File: config.mk
export PLATFORM = sky130hd
export DESIGN_NAME = deconv2d_mc
export DESIGN_NICKNAME = d
export VERILOG_FILES = /design/src/rtl/deconv2d_mc.sv
export SDC_FILE = /design/constraint.sdc
export NUM_CORES = 2
export LEC_CHECK = 0
export CAP_MARGIN = 20
export CORE_ASPECT_RATIO = 2
export CORE_MARGIN = 10
export CORE_UTILIZATION = 65
export CTS_CLUSTER_DIAMETER = 200
export DETAILED_ROUTE_END_ITERATION = 7
export PLACE_DENSITY_LB_ADDON = 0.05
export SYNTH_ARGS = -nofsm -noshare
export SYNTH_HDL_FRONTEND = slang
export SYNTH_SLANG_ARGS = --single-unit
File: constraint.sdc
create_clock -name clk -period 33.2 [get_ports clk]
set_clock_uncertainty 0.05 [all_clocks]
set_input_delay 8.3 -clock clk [delete_from_list [all_inputs] [get_ports clk]]
set_output_delay 8.3 -clock clk [all_outputs]
set_load 0.005 [all_outputs]
File: src/rtl/deconv2d_mc.sv
// Multi-channel transposed-convolution engine: scatter-accumulates pixel x weight
// products from C kernels into one saturating (N*K)^2 result RAM.
module deconv2d_mc #(
  parameter int N          = 2,
  parameter int K          = 3,
  parameter int C_MAX      = 4,
  parameter int PIXEL_BITS = 8,
  parameter int ACC_BITS   = 32
) (
  input  logic                           clk,
  input  logic                           rst,
  input  logic                           start,
  input  logic [$clog2(K+1)-1:0]         stride,
  input  logic [$clog2(K+1)-1:0]         kernel_width,
  input  logic [$clog2(C_MAX+1)-1:0]     num_channels,
  input  logic                           k_valid,
  output logic                           k_ready,
  input  logic [PIXEL_BITS-1:0]          k_data,
  input  logic                           p_valid,
  output logic                           p_ready,
  input  logic [PIXEL_BITS-1:0]          p_data,
  input  logic [$clog2(N*K*N*K)-1:0]     rd_addr,
  output logic [ACC_BITS-1:0]            rd_data,
  output logic                           busy,
  output logic                           done,
  output logic                           err
);
  localparam int SW    = $clog2(K+1);
  localparam int CHW   = $clog2(C_MAX+1);
  localparam int PW    = $clog2(N+1);
  localparam int NK    = N*K;
  localparam int DEPTH = NK*NK;
  localparam int AW    = $clog2(DEPTH);
  localparam int KAW   = $clog2(K*K);
  localparam int PRW   = 2*PIXEL_BITS;

  typedef enum logic [2:0] {S_IDLE, S_CLEAR, S_LOAD, S_WAIT, S_ACCUM, S_DONE} state_t;

  state_t                r_state, w_next;
  logic [SW-1:0]         r_stride, r_kw, r_kr, r_kc, r_ki, r_kj;
  logic [CHW-1:0]        r_nc, r_ch;
  logic [PW-1:0]         r_pr, r_pc;
  logic [AW-1:0]         r_clr;
  logic                  r_err;
  logic [PIXEL_BITS-1:0] r_pix;
  logic [PIXEL_BITS-1:0] r_kern [K*K];
  logic [ACC_BITS-1:0]   r_ram [DEPTH];
  logic [ACC_BITS-1:0]   r_rd_data;

  logic            w_cfg_ok, w_clr_last, w_k_last, w_tap_last, w_pix_last, w_ch_last;
  logic [AW-1:0]   w_addr;
  logic [KAW-1:0]  w_tap_idx, w_slot_idx;
  logic [PRW-1:0]  w_prod;

  // Adds a product and clamps at full scale; a clamped word can never wrap back.
  function automatic logic [ACC_BITS-1:0] sat_add(input logic [ACC_BITS-1:0] a,
                                                  input logic [PRW-1:0] b);
    logic [ACC_BITS:0] s;
    s = {1'b0, a} + (ACC_BITS+1)'(b);
    return s[ACC_BITS] ? '1 : s[ACC_BITS-1:0];
  endfunction

  assign w_cfg_ok   = (stride != '0) && (stride <= SW'(K)) &&
                      (kernel_width != '0) && (kernel_width <= SW'(K)) &&
                      (num_channels != '0) && (num_channels <= CHW'(C_MAX));
  assign w_clr_last = (r_clr == AW'(DEPTH-1));
  assign w_k_last   = (r_kr == r_kw - SW'(1)) && (r_kc == r_kw - SW'(1));
  assign w_tap_last = (r_ki == r_kw - SW'(1)) && (r_kj == r_kw - SW'(1));
  assign w_pix_last = (r_pr == PW'(N-1)) && (r_pc == PW'(N-1));
  assign w_ch_last  = (r_ch == r_nc - CHW'(1));
  assign w_addr     = AW'((32'(r_pr)*32'(r_stride) + 32'(r_ki))*32'(NK) +
                          32'(r_pc)*32'(r_stride) + 32'(r_kj));
  assign w_tap_idx  = KAW'(32'(r_ki)*32'(K) + 32'(r_kj));
  assign w_slot_idx = KAW'(32'(r_kr)*32'(K) + 32'(r_kc));
  assign w_prod     = PRW'(r_pix) * PRW'(r_kern[w_tap_idx]);
  assign rd_data    = r_rd_data;
  assign err        = r_err;

  always_ff @(posedge clk or posedge rst) begin
    if (rst) r_state <= S_IDLE;
    else     r_state <= w_next;
  end

  always_comb begin
    w_next = r_state;
    case (r_state)
      S_IDLE:  if (start && w_cfg_ok) w_next = S_CLEAR;
      S_CLEAR: if (w_clr_last) w_next = S_LOAD;
      S_LOAD:  if (k_valid && w_k_last) w_next = S_WAIT;
      S_WAIT:  if (p_valid) w_next = S_ACCUM;
      S_ACCUM: if (w_tap_last) w_next = !w_pix_last ? S_WAIT : (!w_ch_last ? S_LOAD : S_DONE);
      S_DONE:  w_next = S_IDLE;
      default: w_next = S_IDLE;
    endcase
  end

  always_comb begin
    k_ready = (r_state == S_LOAD);
    p_ready = (r_state == S_WAIT);
    busy    = (r_state != S_IDLE);
    done    = (r_state == S_DONE);
  end

  always_ff @(posedge clk or posedge rst) begin
    if (rst) begin
      r_stride <= '0; r_kw <= '0; r_nc <= '0; r_ch <= '0;
      r_kr <= '0; r_kc <= '0; r_ki <= '0; r_kj <= '0;
      r_pr <= '0; r_pc <= '0; r_clr <= '0; r_err <= 1'b0;
    end else begin
      r_err <= 1'b0;
      case (r_state)
        S_IDLE: if (start) begin
          if (w_cfg_ok) begin
            r_stride <= stride; r_kw <= kernel_width; r_nc <= num_channels;
            r_ch <= '0; r_kr <= '0; r_kc <= '0; r_ki <= '0; r_kj <= '0;
            r_pr <= '0; r_pc <= '0; r_clr <= '0;
          end else begin
            r_err <= 1'b1;
          end
        end
        S_CLEAR: r_clr <= r_clr + AW'(1);
        S_LOAD: if (k_valid) begin
          if (w_k_last) begin
            r_kr <= '0; r_kc <= '0; r_pr <= '0; r_pc <= '0;
          end else if (r_kc == r_kw - SW'(1)) begin
            r_kc <= '0; r_kr <= r_kr + SW'(1);
          end else begin
            r_kc <= r_kc + SW'(1);
          end
        end
        S_WAIT: if (p_valid) begin
          r_ki <= '0; r_kj <= '0;
        end
        S_ACCUM: begin
          if (w_tap_last) begin
            r_ki <= '0; r_kj <= '0;
            if (!w_pix_last) begin
              if (r_pc == PW'(N-1)) begin
                r_pc <= '0; r_pr <= r_pr + PW'(1);
              end else begin
                r_pc <= r_pc + PW'(1);
              end
            end else if (!w_ch_last) begin
              r_ch <= r_ch + CHW'(1); r_pr <= '0; r_pc <= '0;
            end
          end else if (r_kj == r_kw - SW'(1)) begin
            r_kj <= '0; r_ki <= r_ki + SW'(1);
          end else begin
            r_kj <= r_kj + SW'(1);
          end
        end
        default: ;
      endcase
    end
  end

  // Kernel slots outside kw x kw are zeroed once per job, when the job is accepted.
  always_ff @(posedge clk) begin
    if (r_state == S_IDLE && start && w_cfg_ok) begin
      for (int i = 0; i < K*K; i++) r_kern[i] <= '0;
    end else if (r_state == S_LOAD && k_valid) begin
      r_kern[w_slot_idx] <= k_data;
    end
    if (r_state == S_WAIT && p_valid) r_pix <= p_data;
  end

  always_ff @(posedge clk) begin
    if (r_state == S_CLEAR)      r_ram[r_clr]  <= '0;
    else if (r_state == S_ACCUM) r_ram[w_addr] <= sat_add(r_ram[w_addr], w_prod);
  end

  // Independent read port; nonblocking update gives old data on a same-address write.
  always_ff @(posedge clk or posedge rst) begin
    if (rst) r_rd_data <= '0;
    else     r_rd_data <= (32'(rd_addr) < DEPTH) ? r_ram[rd_addr] : '0;
  end
endmodule

==> Word-level counts from Yosys, hierarchy flattened <==
Memory sizes are Yosys's and may differ from the RTL's.
Index checks and enable logic that the tools add are counted.
{ "totals": {"reg_bits": 72, "latchBits": 0, "ram_bits": 1224, "romBits": 0, "input_bits": 34, "output_inout_bits": 37, "word_cells": 173, "n_memories": 2} }
{ "memory_table": {"columns": ["name", "depth", "word_bits", "read_ports", "rd_ports_with_merged_regs", "wr", "line_no", "source"], "rows": [
  ["r_ram", 36, 32, 2, 0, 1, "47", "logic [ACC_BITS-1:0] r_ram [DEPTH];"],
  ["r_kern", 9, 8, 1, 0, 9, "46", "logic [PIXEL_BITS-1:0] r_kern [K*K];"]
]} }
{ "op_classes": {"add_sub_neg": 16, "multipliers": 6, "n_div": 0, "order_cmp": 4, "n_eq_ne": 28, "n_shift": 0, "muxes": 66, "bitwise_logic": 0, "reduce_logical": 36} }
{ "ops": {"columns": ["cell", "count"], "rows": [
  ["two-way mux 32 bit", 3],
  ["two-way mux 2 bit", 22],
  ["two-way mux 3 bit", 12],
  ["adder 32 x 16 -> 33 bit", 1],
  ["OR reduction 32 bit", 1],
  ["one-hot mux 2 bit (3 select lines)", 4],
  ["two-way mux 6 bit", 3],
  ["!= test 2 bit, second input constant", 9],
  ["multiplier 8 x 8 -> 16 bit", 1],
  ["two-way mux 1 bit", 15],
  ["one-hot mux 3 bit (5 select lines)", 1],
  ["AND reduction 5 bit", 3],
  ["logical AND 1 bit", 14],
  ["adder 2 x 1 -> 2 bit, second input constant", 6],
  ["one-hot mux 6 bit (2 select lines)", 1],
  ["nonzero test 3 bit", 4],
  ["nonzero test 2 bit", 5],
  ["!= test 3 bit, second input constant", 3],
  ["adder 4 x 2 -> 4 bit", 2],
  ["equality test 2 bit", 4],
  ["multiplier 2 x 2 -> 4 bit", 2],
  ["multiplier 2 x 2 -> 4 bit, second input constant", 2],
  ["two-way mux 8 bit", 1],
  ["one-hot mux 2 bit (2 select lines)", 2],
  ["other kinds (28)", 35]
]} }

==> Logic depth before layout (Yosys ltp) <==
{ "depth": {"depth_word": 11, "depth_mapped": 38, "mapped_depth_nobuf": 33} }

==> Worst setup path before layout <==
No wires, ideal clock.
{ "synth_timing": {"path_type": "flip-flop to flip-flop", "start": "register r_stride[0]", "end": "memory r_ram[0][26], data pin", "setup_time_ns": 0.475, "arrival_ns": 10.361, "t_required_ns": 32.675, "setup_slack_ns": 22.314, "stages_incl_launch_ff": 37, "n_path_buf": 5, "synth_period_minus_slack_ns": 10.886, "cell_sequence": "dfrtp_1 and2_1 fa_1 ha_1 inv_1 fa_1 fa_1 inv_1 ha_1 a21oi_1 nand3_2 nand2_2 buf_6 buf_4 buf_2 buf_2 mux4_2 nand2_1 a21oi_1 a21oi_1 fa_1 fa_1 fa_1 inv_1 fa_1 ha_1 a21o_1 a21oi_1 nand2_1 a31oi_1 o21ai_0 a221oi_1 o21ai_1 and4_4 buf_6 nor2b_1 nor3_1"} }
{ "synth_between": {"elab_chain_cells": 9, "word_cells_on_any_way": 10, "cone_classes": "add/sub: 4; mul: 3; mux: 2; memory: 1"} }
{ "synth_rtl": {"columns": ["element", "line_no", "source"], "rows": [
  ["from (decl)", "40", "logic [SW-1:0] r_stride, r_kw, r_kr, r_kc, r_ki, r_kj;"],
  ["from (signal assigned)", "114", "r_stride <= stride; r_kw <= kernel_width; r_nc <= num_channels;"],
  ["multiplier 2 x 2 -> 4 bit", "71", "assign w_addr = AW'((32'(r_pr)*32'(r_stride) + 32'(r_ki))*32'(NK) +"],
  ["adder 4 x 2 -> 5 bit", "71", null],
  ["multiplier 5 x 2 -> 5 bit", "71", null],
  ["adder 6 x 4 -> 6 bit *", "71", null],
  ["adder 6 x 2 -> 6 bit *", "72", "32'(r_pc)*32'(r_stride) + 32'(r_kj));"],
  ["memory read (36 x 32 bit) *", null, null],
  ["adder 32 x 16 -> 33 bit *", "59", "s = {1'b0, a} + (ACC_BITS+1)'(b);"],
  ["two-way mux 32 bit *", "60", "return s[ACC_BITS] ? '1 : s[ACC_BITS-1:0];"],
  ["two-way mux 32 bit (no source line) *", null, null],
  ["to (decl)", "47", null]
]} }
Mark *: on every way between the ends. The rest lies on a longest branch, timed or not.

==> Worst setup path after layout <==
{ "layout_timing": {"start": "register r_kj[1]", "end": "memory r_ram[3][17], data pin"} }
{ "layout_between": {"elab_chain_cells": 6, "word_cells_on_any_way": 8, "cone_classes": "add/sub: 3; mul: 1; mux: 2; memory: 2"} }
{ "layout_rtl": {"columns": ["element", "line_no", "source"], "rows": [
  ["from (decl)", "40", null],
  ["from (signal assigned)", "149", "r_kj <= r_kj + SW'(1);"],
  ["adder 4 x 2 -> 4 bit", "73", "assign w_tap_idx = KAW'(32'(r_ki)*32'(K) + 32'(r_kj));"],
  ["memory read (9 x 8 bit)", null, null],
  ["multiplier 8 x 8 -> 16 bit", "75", "assign w_prod = PRW'(r_pix) * PRW'(r_kern[w_tap_idx]);"],
  ["adder 32 x 16 -> 33 bit *", "59", null],
  ["two-way mux 32 bit *", "60", null],
  ["two-way mux 32 bit (no source line) *", null, null]
]} }
Marked as above.

==> impl_metrics.ini <==
[sta]
fin_crit_sh_pct = 37.05
drv_slew = 0
maxSlewHeadroom_pct = 21.04
rsz0062_at_grt = no
setup_viol_count_final = 0
period_needed_ns = 12.30
hold_viol = 0
fmax_mhz = 81.30
whs_ns = 0.4952
fin_ws_ns = 20.90
worst_pin_slew_ns = 1.184
setup_tns_ns = 0

[synth]
yosys.area_share.simple_pct = 3.889
yosys-mux-area-fraction_pct = 26.04
synth_compound_area_share_pct = 2.664
synth_area_leaders = edfxtp_1, mux4_2, dfrtp_1
synth_top_area_share_pct = 59.24
synth_common_cells = edfxtp_1, mux4_2, nand2_1
ys_ff_latch = 1352
synth.avg_cell_area_um2 = 19.27
ys_warn_count = 0
ys_seq_area_share_pct = 61.70
yosys.area.top_type = edfxtp_1
synthArstFlopShare_pct = 4.734
synth-edff-count = 1288
synth_top_family_by_area = multiplexers
synthAdderAreaFrac_pct = 2.959
ys.flop_type = edfxtp_1
synth-xor-area-share_pct = 0.5462
postSynthCellCount = 3388
synth_most_common_cell = edfxtp_1
synth.distinct_cells = 89
syn_area_um2 = 65290
synth_nets = 3541

[grt]
grt_usage_pct = 34.25
grt_use_met1_pct = 40.29
grtUsageMet2_pct = 57.15
grt_max_degree = 112
met3_usage_pct = 5.433
grt.busiest_layer = met2
antenna_found_initial = 1
globalRouteOverflowTotal = 0
grt_pass1_vias = 38940
grt_pass1_wl_mm = 275.6

[placed_design]
dp_slack_ns = 20.50
hpwl_mm = 109.5
place.gp.congestion = 0.8940
port-buffer-count = 70
dpl-instance-area_um2 = 67770
dpl.cell_count = 4667

[cts]
clkLatencyLatePin_ns = 0.75
cts_max_path_buffers = 3
cts-resized-gates = 0
holdBufCountCts = 0
cts_made_buffers = 109
root_buffer = clkbuf_16
post_cts_buffers = 0
cts_max_level = 3
cts.clk_slew.worst_paths_ns = 0.07
cts_tree = done
cts_sinks = 1352

[drt]
wirelength_mm = 191.9
first_pass_iters = 6
drc = 0
viasPerCell = 7.629
vias = 37290
drt_iter0_drc = 4842
drtAntennaViolNets = 0
wl_per_cell_um = 39.26

[layout]
drive_gt1_share_pct = 31.80
final_cells = 4888
final_area_um2 = 71900
area_growth_pct = 10.13
diodes = 0
final_nets = 3620

[floorplanning]
std_cell_rows = 164
io_pins = 71
die-area_um2 = 114300
die_w_um = 244.1
dieHeight_um = 468.2
core_area_um2 = 99730
initial_core_util_pct = 65.47

[run_status]
status = completed

[min_path]
hold_path.class = reg -> reg

[setup_path]
cp-start-kind = register
endpoint_kind = register
critical_path_required_ns = 33.59
worstSetupPathType = reg -> reg
worst-path-max-fanout = 67
worst-endpoint-arrival_ns = 12.69
ff2ff_setup_slack_ns = 20.90

[power_and_ir_drop]
ir_drop_uv = 340.6
leakagePower_nw = 23.25
pwr_density_cell_nw_per_um2 = 102.0

[flow_run]
max_cap_violations = 0
-- kinds of logic after synthesis --
family,count (synthesis)
flip-flops,1352
XOR/XNOR,39
AND/OR/NAND/NOR,506
multiplexers,801
AO/OA/AOI/OAI,264
adder cells (fa/ha/maj),119
buffers and inverters,307
-- flip-flops by register name, summed over array words and instances (netlist names) --
| name | cells |
|---|---|
| r_kc | 2 |
| r_ram | 1152 |
| r_kr | 2 |
| r_kw | 2 |
| r_pix | 8 |
| r_kern | 128 |
| err | 1 |
| rd_data | 32 |
| r_stride | 2 |
| r_state | 3 |
| r_clr | 6 |
| r_pr | 2 |
| r_nc | 3 |
| r_kj | 2 |
| r_ch | 3 |
| r_ki | 2 |
| r_pc | 2 |
-- final cells by class --
cell class / instances / area (µm²)
fill: 6099 / 27830
tap: 1328 / 1662
inverter: 86 / 324.1
timing repair buffer: 189 / 1789
multi-input combinational: 1729 / 24030
sequential: 1352 / 40280
clock buffer: 131 / 2914
clock inverter: 73 / 900.9
-- cells in the final DEF, fill, tap and decap left out, drive strengths merged, types with 16 or more instances in the layout --
| master | count |
|---|---|
| nor3 | 16 |
| bufinv | 19 |
| clkdlybuf4s50 | 64 |
| nand3 | 58 |
| xnor2 | 21 |
| mux2i | 65 |
| a21o | 20 |
| mux4 | 714 |
| clkinv | 38 |
| xor2 | 18 |
| a21oi | 68 |
| edfxtp | 1288 |
| o21ai | 67 |
| dfrtp | 64 |
| mux2 | 22 |
| o22ai | 18 |
| clkbuf | 131 |
| inv | 89 |
| and2 | 120 |
| fa | 59 |
| nor2 | 112 |
| nand2 | 146 |
| ha | 60 |
| buf | 125 |
-- critical path, cell delays in order (launching register included) --
cell,delay [ns]
dfrtp_1,0.51
inv_1,0.11
fa_1,0.54
inv_1,0.07
fa_4,0.99
buf_4,0.79
buf_4,0.87
buf_4,0.91
mux4_2,0.42
mux4_2,0.50
nand2_1,0.10
a31oi_1,0.26
ha_1,0.39
inv_1,0.05
fa_1,0.50
fa_1,0.56
inv_1,0.06
fa_1,0.43
ha_1,0.36
a31oi_1,0.15
o21ai_0,0.43
a221oi_1,0.24
o21ai_1,0.61
and4_4,0.47
nand2_2,0.41
buf_12,0.35
a21oi_4,0.63
-- metrics by stage --
step	util, %	power, mW
after floorplan	-	4.638
after global placement	67.92	5.784
after detailed placement	67.95	5.861
after CTS	71.78	7.252
after global routing	72.10	7.631
final	72.10	7.336
-- final timing paths --
check                      startpoint      endpoint  cells after the start
max                           r_kj[1]  r_ram[3][17]                     26
min                           r_ch[0]       r_ch[0]                      1
max reg2reg                   r_kj[1]  r_ram[3][17]                     26
min reg2reg                   r_ch[0]       r_ch[0]                      1
max in group asynchronous         rst       r_kc[1]                      4
min in group asynchronous         rst       r_kw[0]                      2
-- where the power goes --
part           total (mW)  leakage [nW]  internal [mW]  switching, mW
clock network        1.40          1.84          0.777          0.619
registers            2.11          12.8           2.05         0.0533
logic                3.83          8.66           1.51           2.32
-- per-layer routing --
layer,vias up,part of all wire [%]
li1,14300,-
met1,19620,31
met2,2669,51
met3,695,9.1
met4,0,8.6
met5,-,0
Power figures use the tool's default switching activity.
